## config.mk

```make
export PLATFORM = sky130hd
export DESIGN_NAME = axil_arbiter
export DESIGN_NICKNAME = d
export VERILOG_FILES = /design/src/rtl/axil_arb_pkg.sv /design/src/rtl/axil_rr_picker.sv /design/src/rtl/axil_arbiter.sv
export SDC_FILE = /design/constraint.sdc
export NUM_CORES = 1
export LEC_CHECK = 0
export CAP_MARGIN = 5
export CORE_AREA = 2 2 178 180
export DETAILED_ROUTE_END_ITERATION = 12
export DIE_AREA = 0 0 180 182
export PLACE_DENSITY = 0.39
export RECOVER_POWER = 100
export SETUP_SLACK_MARGIN = 0.05
export SLEW_MARGIN = 0
export SYNTH_ARGS = -nofsm -noshare
export SYNTH_HDL_FRONTEND = slang
export SYNTH_SLANG_ARGS = --single-unit
```

## constraint.sdc

```tcl
create_clock -name aclk -period 1.4 [get_ports aclk]
set_input_delay 0.21 -clock aclk [delete_from_list [all_inputs] [get_ports aclk]]
set_output_delay 0.21 -clock aclk [all_outputs]
set_load 0.02 [all_outputs]
```

## src/rtl/axil_arb_pkg.sv

```systemverilog
// Shared types and helpers for the AXI-Lite arbiter (axil_arbiter, axil_rr_picker).
package axil_arb_pkg;

    typedef enum logic [1:0] {
        W_IDLE = 2'd0,
        W_XFER = 2'd1,
        W_RESP = 2'd2
    } write_state_t;

    typedef enum logic [1:0] {
        R_IDLE = 2'd0,
        R_ADDR = 2'd1,
        R_DATA = 2'd2
    } read_state_t;

    localparam logic [1:0] RESP_OKAY   = 2'b00;
    localparam logic [1:0] RESP_SLVERR = 2'b10;

    // Grant index width; a single-bit index is kept even for degenerate sizes.
    function automatic int idx_width(input int n);
        return (n > 1) ? $clog2(n) : 1;
    endfunction

endpackage

```

## src/rtl/axil_rr_picker.sv

```systemverilog
// Combinational requester picker: round-robin from last+1 with wrap, or
// lowest-index fixed priority when AXIL_ARB_FIXED_PRIO_EN is defined.
module axil_rr_picker #(
    parameter int NUM_S = 2,
    parameter int IDX_W = 1
) (
    input  logic [NUM_S-1:0] req,
`ifndef AXIL_ARB_FIXED_PRIO_EN
    input  logic [IDX_W-1:0] last,
`endif
    output logic [IDX_W-1:0] grant,
    output logic             any_req
);

    always_comb begin
        // NOTE: every output gets a default first so no path through the loop infers a latch.
        grant   = '0;
        any_req = 1'b0;
`ifdef AXIL_ARB_FIXED_PRIO_EN
        for (int i = NUM_S - 1; i >= 0; i--) begin
            if (req[i]) begin
                grant   = IDX_W'(i);
                any_req = 1'b1;
            end
        end
`else
        for (int i = 1; i <= NUM_S; i++) begin
            if (!any_req && req[(int'(last) + i) % NUM_S]) begin
                grant   = IDX_W'((int'(last) + i) % NUM_S);
                any_req = 1'b1;
            end
        end
`endif
    end

endmodule

```

## src/rtl/axil_arbiter.sv

```systemverilog
// NUM_S-to-1 AXI-Lite arbiter with independent write/read paths, one outstanding
// transaction each. Define AXIL_ARB_FIXED_PRIO_EN for lowest-index-wins arbitration.
module axil_arbiter
    import axil_arb_pkg::*;
#(
    parameter int NUM_S      = 2,
    parameter int ADDR_WIDTH = 32,
    parameter int DATA_WIDTH = 32,
    parameter int STRB_WIDTH = DATA_WIDTH / 8
) (
    input  logic                        aclk,
    input  logic                        aresetn,

    input  logic [NUM_S*ADDR_WIDTH-1:0] s_axil_awaddr,
    input  logic [NUM_S*3-1:0]          s_axil_awprot,
    input  logic [NUM_S-1:0]            s_axil_awvalid,
    output logic [NUM_S-1:0]            s_axil_awready,
    input  logic [NUM_S*DATA_WIDTH-1:0] s_axil_wdata,
    input  logic [NUM_S*STRB_WIDTH-1:0] s_axil_wstrb,
    input  logic [NUM_S-1:0]            s_axil_wvalid,
    output logic [NUM_S-1:0]            s_axil_wready,
    output logic [NUM_S*2-1:0]          s_axil_bresp,
    output logic [NUM_S-1:0]            s_axil_bvalid,
    input  logic [NUM_S-1:0]            s_axil_bready,
    input  logic [NUM_S*ADDR_WIDTH-1:0] s_axil_araddr,
    input  logic [NUM_S*3-1:0]          s_axil_arprot,
    input  logic [NUM_S-1:0]            s_axil_arvalid,
    output logic [NUM_S-1:0]            s_axil_arready,
    output logic [NUM_S*DATA_WIDTH-1:0] s_axil_rdata,
    output logic [NUM_S*2-1:0]          s_axil_rresp,
    output logic [NUM_S-1:0]            s_axil_rvalid,
    input  logic [NUM_S-1:0]            s_axil_rready,

    output logic [ADDR_WIDTH-1:0]       m_axil_awaddr,
    output logic [2:0]                  m_axil_awprot,
    output logic                        m_axil_awvalid,
    input  logic                        m_axil_awready,
    output logic [DATA_WIDTH-1:0]       m_axil_wdata,
    output logic [STRB_WIDTH-1:0]       m_axil_wstrb,
    output logic                        m_axil_wvalid,
    input  logic                        m_axil_wready,
    input  logic [1:0]                  m_axil_bresp,
    input  logic                        m_axil_bvalid,
    output logic                        m_axil_bready,
    output logic [ADDR_WIDTH-1:0]       m_axil_araddr,
    output logic [2:0]                  m_axil_arprot,
    output logic                        m_axil_arvalid,
    input  logic                        m_axil_arready,
    input  logic [DATA_WIDTH-1:0]       m_axil_rdata,
    input  logic [1:0]                  m_axil_rresp,
    input  logic                        m_axil_rvalid,
    output logic                        m_axil_rready
);

    localparam int IDX_W = idx_width(NUM_S);

    write_state_t     w_state_q, w_state_d;
    read_state_t      r_state_q, r_state_d;
    logic [IDX_W-1:0] wgrant_q, wgrant_d;
    logic [IDX_W-1:0] rgrant_q, rgrant_d;
    logic             aw_done_q, aw_done_d;
    logic             w_done_q, w_done_d;
    logic [IDX_W-1:0] w_pick, r_pick;
    logic             w_any, r_any;

`ifndef AXIL_ARB_FIXED_PRIO_EN
    logic [IDX_W-1:0] last_w_q, last_w_d;
    logic [IDX_W-1:0] last_r_q, last_r_d;
`endif

    axil_rr_picker #(.NUM_S(NUM_S), .IDX_W(IDX_W)) u_w_pick (
        .req     (s_axil_awvalid),
`ifndef AXIL_ARB_FIXED_PRIO_EN
        .last    (last_w_q),
`endif
        .grant   (w_pick),
        .any_req (w_any)
    );

    axil_rr_picker #(.NUM_S(NUM_S), .IDX_W(IDX_W)) u_r_pick (
        .req     (s_axil_arvalid),
`ifndef AXIL_ARB_FIXED_PRIO_EN
        .last    (last_r_q),
`endif
        .grant   (r_pick),
        .any_req (r_any)
    );

    always_ff @(posedge aclk or negedge aresetn) begin
        if (!aresetn) begin
            w_state_q <= W_IDLE;
            r_state_q <= R_IDLE;
            wgrant_q  <= '0;
            rgrant_q  <= '0;
            aw_done_q <= 1'b0;
            w_done_q  <= 1'b0;
`ifndef AXIL_ARB_FIXED_PRIO_EN
            last_w_q  <= IDX_W'(NUM_S - 1);
            last_r_q  <= IDX_W'(NUM_S - 1);
`endif
        end else begin
            // NOTE: state registers use non-blocking assignment so all flops update from pre-edge values.
            w_state_q <= w_state_d;
            r_state_q <= r_state_d;
            wgrant_q  <= wgrant_d;
            rgrant_q  <= rgrant_d;
            aw_done_q <= aw_done_d;
            w_done_q  <= w_done_d;
`ifndef AXIL_ARB_FIXED_PRIO_EN
            last_w_q  <= last_w_d;
            last_r_q  <= last_r_d;
`endif
        end
    end

    always_comb begin
        w_state_d = w_state_q;
        wgrant_d  = wgrant_q;
        aw_done_d = aw_done_q;
        w_done_d  = w_done_q;
`ifndef AXIL_ARB_FIXED_PRIO_EN
        last_w_d  = last_w_q;
`endif
        m_axil_awaddr  = '0;
        m_axil_awprot  = '0;
        m_axil_awvalid = 1'b0;
        m_axil_wdata   = '0;
        m_axil_wstrb   = '0;
        m_axil_wvalid  = 1'b0;
        m_axil_bready  = 1'b0;
        s_axil_awready = '0;
        s_axil_wready  = '0;
        s_axil_bvalid  = '0;
        s_axil_bresp   = '0;

        unique case (w_state_q)
            W_IDLE: begin
                if (w_any) begin
                    wgrant_d  = w_pick;
`ifndef AXIL_ARB_FIXED_PRIO_EN
                    last_w_d  = w_pick;
`endif
                    aw_done_d = 1'b0;
                    w_done_d  = 1'b0;
                    w_state_d = W_XFER;
                end
            end
            W_XFER: begin
                m_axil_awaddr  = s_axil_awaddr[wgrant_q*ADDR_WIDTH +: ADDR_WIDTH];
                m_axil_awprot  = s_axil_awprot[wgrant_q*3 +: 3];
                m_axil_awvalid = s_axil_awvalid[wgrant_q] & ~aw_done_q;
                s_axil_awready[wgrant_q] = m_axil_awready & ~aw_done_q;
                m_axil_wdata   = s_axil_wdata[wgrant_q*DATA_WIDTH +: DATA_WIDTH];
                m_axil_wstrb   = s_axil_wstrb[wgrant_q*STRB_WIDTH +: STRB_WIDTH];
                m_axil_wvalid  = s_axil_wvalid[wgrant_q] & ~w_done_q;
                s_axil_wready[wgrant_q] = m_axil_wready & ~w_done_q;
                // AW and W complete independently; move on once both are recorded.
                aw_done_d = aw_done_q | (m_axil_awvalid & m_axil_awready);
                w_done_d  = w_done_q | (m_axil_wvalid & m_axil_wready);
                if (aw_done_d && w_done_d) begin
                    w_state_d = W_RESP;
                end
            end
            W_RESP: begin
                s_axil_bvalid[wgrant_q]       = m_axil_bvalid;
                s_axil_bresp[wgrant_q*2 +: 2] = m_axil_bresp;
                m_axil_bready                 = s_axil_bready[wgrant_q];
                if (m_axil_bvalid && s_axil_bready[wgrant_q]) begin
                    w_state_d = W_IDLE;
                end
            end
            default: w_state_d = W_IDLE;
        endcase
    end

    always_comb begin
        r_state_d = r_state_q;
        rgrant_d  = rgrant_q;
`ifndef AXIL_ARB_FIXED_PRIO_EN
        last_r_d  = last_r_q;
`endif
        m_axil_araddr  = '0;
        m_axil_arprot  = '0;
        m_axil_arvalid = 1'b0;
        m_axil_rready  = 1'b0;
        s_axil_arready = '0;
        s_axil_rvalid  = '0;
        s_axil_rdata   = '0;
        s_axil_rresp   = '0;

        unique case (r_state_q)
            R_IDLE: begin
                if (r_any) begin
                    rgrant_d  = r_pick;
`ifndef AXIL_ARB_FIXED_PRIO_EN
                    last_r_d  = r_pick;
`endif
                    r_state_d = R_ADDR;
                end
            end
            R_ADDR: begin
                m_axil_araddr  = s_axil_araddr[rgrant_q*ADDR_WIDTH +: ADDR_WIDTH];
                m_axil_arprot  = s_axil_arprot[rgrant_q*3 +: 3];
                m_axil_arvalid = s_axil_arvalid[rgrant_q];
                s_axil_arready[rgrant_q] = m_axil_arready;
                if (m_axil_arvalid && m_axil_arready) begin
                    r_state_d = R_DATA;
                end
            end
            R_DATA: begin
                s_axil_rvalid[rgrant_q]                        = m_axil_rvalid;
                s_axil_rdata[rgrant_q*DATA_WIDTH +: DATA_WIDTH] = m_axil_rdata;
                s_axil_rresp[rgrant_q*2 +: 2]                  = m_axil_rresp;
                m_axil_rready                                  = s_axil_rready[rgrant_q];
                if (m_axil_rvalid && s_axil_rready[rgrant_q]) begin
                    r_state_d = R_IDLE;
                end
            end
            default: r_state_d = R_IDLE;
        endcase
    end

    // A requester must hold its address valid until accepted.
    for (genvar i = 0; i < NUM_S; i++) begin : g_valid_hold
        a_aw_hold: assert property (@(posedge aclk) disable iff (!aresetn)
            (s_axil_awvalid[i] && !s_axil_awready[i]) |=> s_axil_awvalid[i]);
        a_ar_hold: assert property (@(posedge aclk) disable iff (!aresetn)
            (s_axil_arvalid[i] && !s_axil_arready[i]) |=> s_axil_arvalid[i]);
    end

endmodule

```

; ---- Yosys cells after proc, flatten, opt, wreduce, memory -nomap -nowiden
; Index checks and enable logic that the tools add are counted.
; W data, S select, Z words.
[word_totals]
inputBits = 265
register_bits = 10
[op_classes]
muxes = 64
n_eq_ne = 10
n_lt_le_gt_ge = 8
shifts = 12
reduce_logical = 18
mul = 2
n_addsub = 7
bitwise = 22
[op_table]
columns = op, count
row1 = $shiftx A64 B7 Y32, 3
row2 = $mux W32, 3
row3 = $neg A2 Y34, 2
row4 = $shift A2 B34 Y4 const A, 2
row5 = $shiftx A2 B34 Y4, 2
row6 = $and A64 B64 Y64, 1
row7 = $mux W64, 1
row8 = $shift A32 B34 Y64 const A, 1
row9 = $shiftx A32 B34 Y64, 1
row10 = $mux W1, 38
row11 = $neg A6 Y34, 1
row12 = $mux W2, 11
row13 = $lt A2 B3 Y1 const B, 4
row14 = $mux W4, 3
row15 = $pmux W2 S3, 2
row16 = $shiftx A6 B4 Y3, 2
row17 = $and A2 B2 Y2, 5
row18 = $ne A2 B2 Y1 const B, 5
row19 = $and A4 B4 Y4, 2
row20 = $logic_and A1 B1 Y1, 8
row21 = $shiftx A8 B4 Y4, 1
row22 = $and A1 B1 Y1, 6
row23 = $mul A1 B2 Y3 const B, 2
row24 = $mux W3, 2
row25 = 16 further kinds, 35

; ---- Logic depth before layout (Yosys ltp)
[depth]
depth_word = 11
depth_mapped = 5
mapped_depth_nobuf = 3

; ---- Cells and area by module
; Synthesis repeated with hierarchy kept, for this count alone.
[hier_totals]
hier_cells = 391
hier_area_um2 = 2886.5
[by_module_without_submodules]
columns = mod, seq_area_each_um2, cells_each, area_per_inst_um2, n_inst
row1 = axil_arbiter, 252.7, 387, 2859.0, 1
row2 = axil_rr_picker, 0.0, 2, 13.8, 2

; ---- Worst setup path after synthesis
; No wires, ideal clock.
[synth_path]
path_type = register to output
start = register w_state_q[1]
end = output port s_axil_awready[0]
arrival_time_ps = 1499
setup_slack_ps = -309
stages_incl_launch_ff = 4
path_cell_list = dfrtp_1 nand2b_4 buf_2 nor4b_1
[synth_between]
elab_chain_cells = 2
[synth_lines]
columns = item, line_no
row1 = from (decl), axil_arbiter.sv:57  ; write_state_t w_state_q, w_state_d;
row2 = from (signal assigned), axil_arbiter.sv:103  ; w_state_q <= w_state_d;
row3 = $eq A2 B1 Y1, axil_arbiter.sv:136  ; unique case (w_state_q)
row4 = $mux W2, axil_arbiter.sv:136
row5 = to (decl), axil_arbiter.sv:17  ; output logic [NUM_S-1:0] s_axil_awready,
; No other way between the ends.

; ---- Worst setup path after layout
[layout_path]
start = register wgrant_q
end = output port m_axil_wdata[26]
[layout_between]
elab_chain_cells = 2
[layout_lines]
columns = item, line_no
row1 = from (decl), axil_arbiter.sv:59  ; logic [IDX_W-1:0] wgrant_q, wgrant_d;
row2 = from (signal assigned), axil_arbiter.sv:105  ; wgrant_q <= wgrant_d;
row3 = $shiftx A64 B7 Y32, axil_arbiter.sv:153  ; m_axil_wdata = s_axil_wdata[wgrant_q*DATA_WIDTH +: DATA_WIDTH];
row4 = $mux W32, axil_arbiter.sv:136
row5 = to (decl), axil_arbiter.sv:38  ; output logic [DATA_WIDTH-1:0] m_axil_wdata,
; No other way between the ends.

==> qor.csv <==
stage;metric;value;unit
outcome;status;finished with violations;
outcome;violations;negative setup slack;
route;routed_wl;23.4;mm
floorplan;core_area;0.0310;mm²
yosys;ys_top_cells_by_count;nor2_1 (118), mux2i_1 (108), and2_1 (72), buf_2 (14), nand2_1 (10);
cts;h-tree-depth;1;
critical_path;critical_path_class;register to output pin;
sta;finClkSkew;0.635;ps
cts;tritoncts;yes;
critical_path;cp_max_fo;7;
yosys;synthesis.area;0.00276;mm²
yosys;yosysWarnings;0;
floorplan;start_util;8.92;%
floorplan;io_pins;458;
yosys;ys_async_sr_fraction;100;%
critical_path;worstSetupStartpointType;register;
critical_path;crit_slowest_cell;dfrtp_4;
final_layout;final_util;30.3;%
placed_design;hpwl;18.9;mm
cts;cts_made_buffers;3;
critical_path;cp-end-kind;output pin;
floorplan;dieArea;0.0328;mm²
sta;maxSlewHeadroom;51.2;%
critical_path;arrival;1540;ps
sta;max_freq;570;MHz
yosys;synth_area_leader_cell;mux2i_1;
global_route;grt_pass1_vias;4682;
route;drc;0;
pwr;p_leak;4.08;nW
run;drv_cap;0;
floorplan;rows;65;
yosys;synth.area.top_cells;mux2i_1 (39%), and2_1 (16%), nor2_1 (16%), dfrtp_1 (7.2%), buf_2 (2.5%);
critical_path;max_stage_delay;540;ps
placed_design;place_congestion;0.878;
route;ant_nets;0;
yosys;syn_inst;392;
route;drt-initial-drc-count;106;
final_layout;fillers;3295;
global_route;antenna_found_initial;3;
sta;post-route-period-util;125;%
global_route;grt_usage;12.9;%
pwr;power_density;1730;mW/mm²
placed_design;portBuffers;457;
pwr;ir_drop;661;µV
yosys;synth_cell_types;31;
yosys;synth_edf_count;0;
sta;finalSetupViolCount;198;
global_route;grt_pass1_wl;32.2;mm
cts;root_buffer;clkbuf_16;
cts;insertion_delay;240;ps
yosys;synth_nets;657;
floorplan;die_y;182;µm
global_route;grt-ovfl-total;0;
sta;fin_crit;1750;ps
sta;layout_setup_ws;-354;ps
final_layout;drive_above_1_share;50.0;%
route;viasPerCell;3.61;
yosys;ys_seq_area_share;9.15;%
final_layout;area_growth;239;%
pwr;power;16.2;mW
min_path;hp-class;register to register;
route;dr.pass1.iters;4;
final_layout;layout.nets;1184;
critical_path;cp_cell_sequence;buf_12, buf_8, mux2i_2, nor2_1, buf_4;
critical_path;cp_data_required_time;1190;ps
sta;hold_violations;0;
cts;clock-sinks;10;
route;wl_per_cell;17.7;µm
critical_path;crit_family;flip-flops;
cts;path_clk_slew;50;ps
sta;rsz0062_at_grt;yes;
global_route;grt_max_degree;36;
floorplan;die_w;180;µm
yosys;synth_ff_type;dfrtp_1;
yosys;syn_avg_cell_area;7.05;µm²
route;via_count;4768;
critical_path;worst-path-buf-inv;3;
cts;clk_path_buf_depth;2;
yosys;synth_top_area_share;39.1;%
sta;finalMaxSlewViolations;0;
sta;tightest_slew;733;ps
yosys;synth.most_common_cell;nor2_1;
yosys;ys_ff_latch;10;
-- worst paths after layout --
kind	from	endpoint	slack, ps	depth (start not counted)
setup reg to reg	wgrant_q$_DFFE_PN0P_	w_state_q[0]$_DFFE_PN0P_	-120	5
hold reg to reg	last_r_q$_DFFE_PN1P_	last_r_q$_DFFE_PN1P_	530	2
setup / recovery	wgrant_q$_DFFE_PN0P_	m_axil_wdata[26]	-350	5
hold / removal	last_r_q$_DFFE_PN1P_	last_r_q$_DFFE_PN1P_	530	2
max in group asynchronous	aresetn	wgrant_q$_DFFE_PN0P_	320	2
min in group asynchronous	aresetn	w_state_q[1]$_DFFE_PN0P_	540	2
-- area by class of cell --
cell class / count / area (µm²) / share of cell area (%)
antenna: 1 / 2.50 / 0.0267
timing repair buffer: 553 / 5570 / 59.3
sequential: 10 / 259 / 2.76
tap: 402 / 503 / 5.36
clock buffer: 4 / 88.8 / 0.947
multi-input combinational: 346 / 2940 / 31.4
inverter: 5 / 18.8 / 0.200
-- layer usage --
metal	routed length [µm]	track usage, %	vias up
met5	22	0	-
met4	223	1.46	4
met3	881	2.01	18
met2	12900	24.8	147
met1	9400	15.4	2238
li1	-	-	2361
-- metrics by stage --
| step | area (µm²) | hold slack [ps] | TNS [ps] | cells | setup WS (ps) |
|---|---|---|---|---|---|
| finish | 9380 | 527 | -47430 | 1321 | -354 |
| global route | 9380 | 574 | -58420 | 1321 | -406 |
| CTS | 8660 | 281 | -49770 | 1303 | -377 |
| detailed placement | 8370 | 530 | -86520 | 1273 | -642 |
| global placement | 8370 | 518 | -87210 | 1273 | -631 |
| floorplan | 2940 | -85.6 | -1490 | 392 | -41.8 |
-- registers in the layout, summed over array words and instances (netlist names) --
name,cells
last_r_q,1
r_state_q,2
aw_done_q,1
last_w_q,1
rgrant_q,1
w_state_q,2
w_done_q,1
wgrant_q,1
-- tightest hold or removal path: stages (launching register included) --
cell and delay [ps]:
dfstp_2 370, a21oi_1 100, a31oi_1 50
-- layout by cell type, fill, tap and decap left out, types with 8 or more instances in the layout --
cell type	n
clkdlybuf4s50_1	263
and2_1	25
buf_6	94
clkdlybuf4s15_2	18
and2_2	19
nand2_1	8
mux2i_2	25
and2_4	28
buf_4	124
nor2_4	9
mux2i_1	72
nor2_2	45
buf_2	20
nor2_1	66
buf_12	17
mux2i_4	11
-- cells by family (layout without fill, tap and decap cells) --
kind of cell	count (synthesis)	count (layout)	share of synthesized area [%]
AOI/OAI and AO/OA	18	18	4.39
buffers and inverters	37	562	7.79
DFF	10	10	9.15
muxes	111	111	40.6
other	0	1	0
and+or+nand+nor	216	217	38.0
-- repair_timing --
action | CTS | global route
endpoints found under the setup margin | 199 | 199
cloned | 5 | 6
pin swaps | 9 | 32
hold buffers | 0 | 0
buffers inserted | 24 | 15
resized for setup | 880 | 260
-- power by group --
part | switching (mW) | internal, mW | total (mW)
combinational | 7.18 | 7.73 | 14.9
clock | 0.150 | 0.431 | 0.582
sequential | 0.235 | 0.463 | 0.698
total | 7.56 | 8.62 | 16.2
Power figures use the tool's default switching activity.
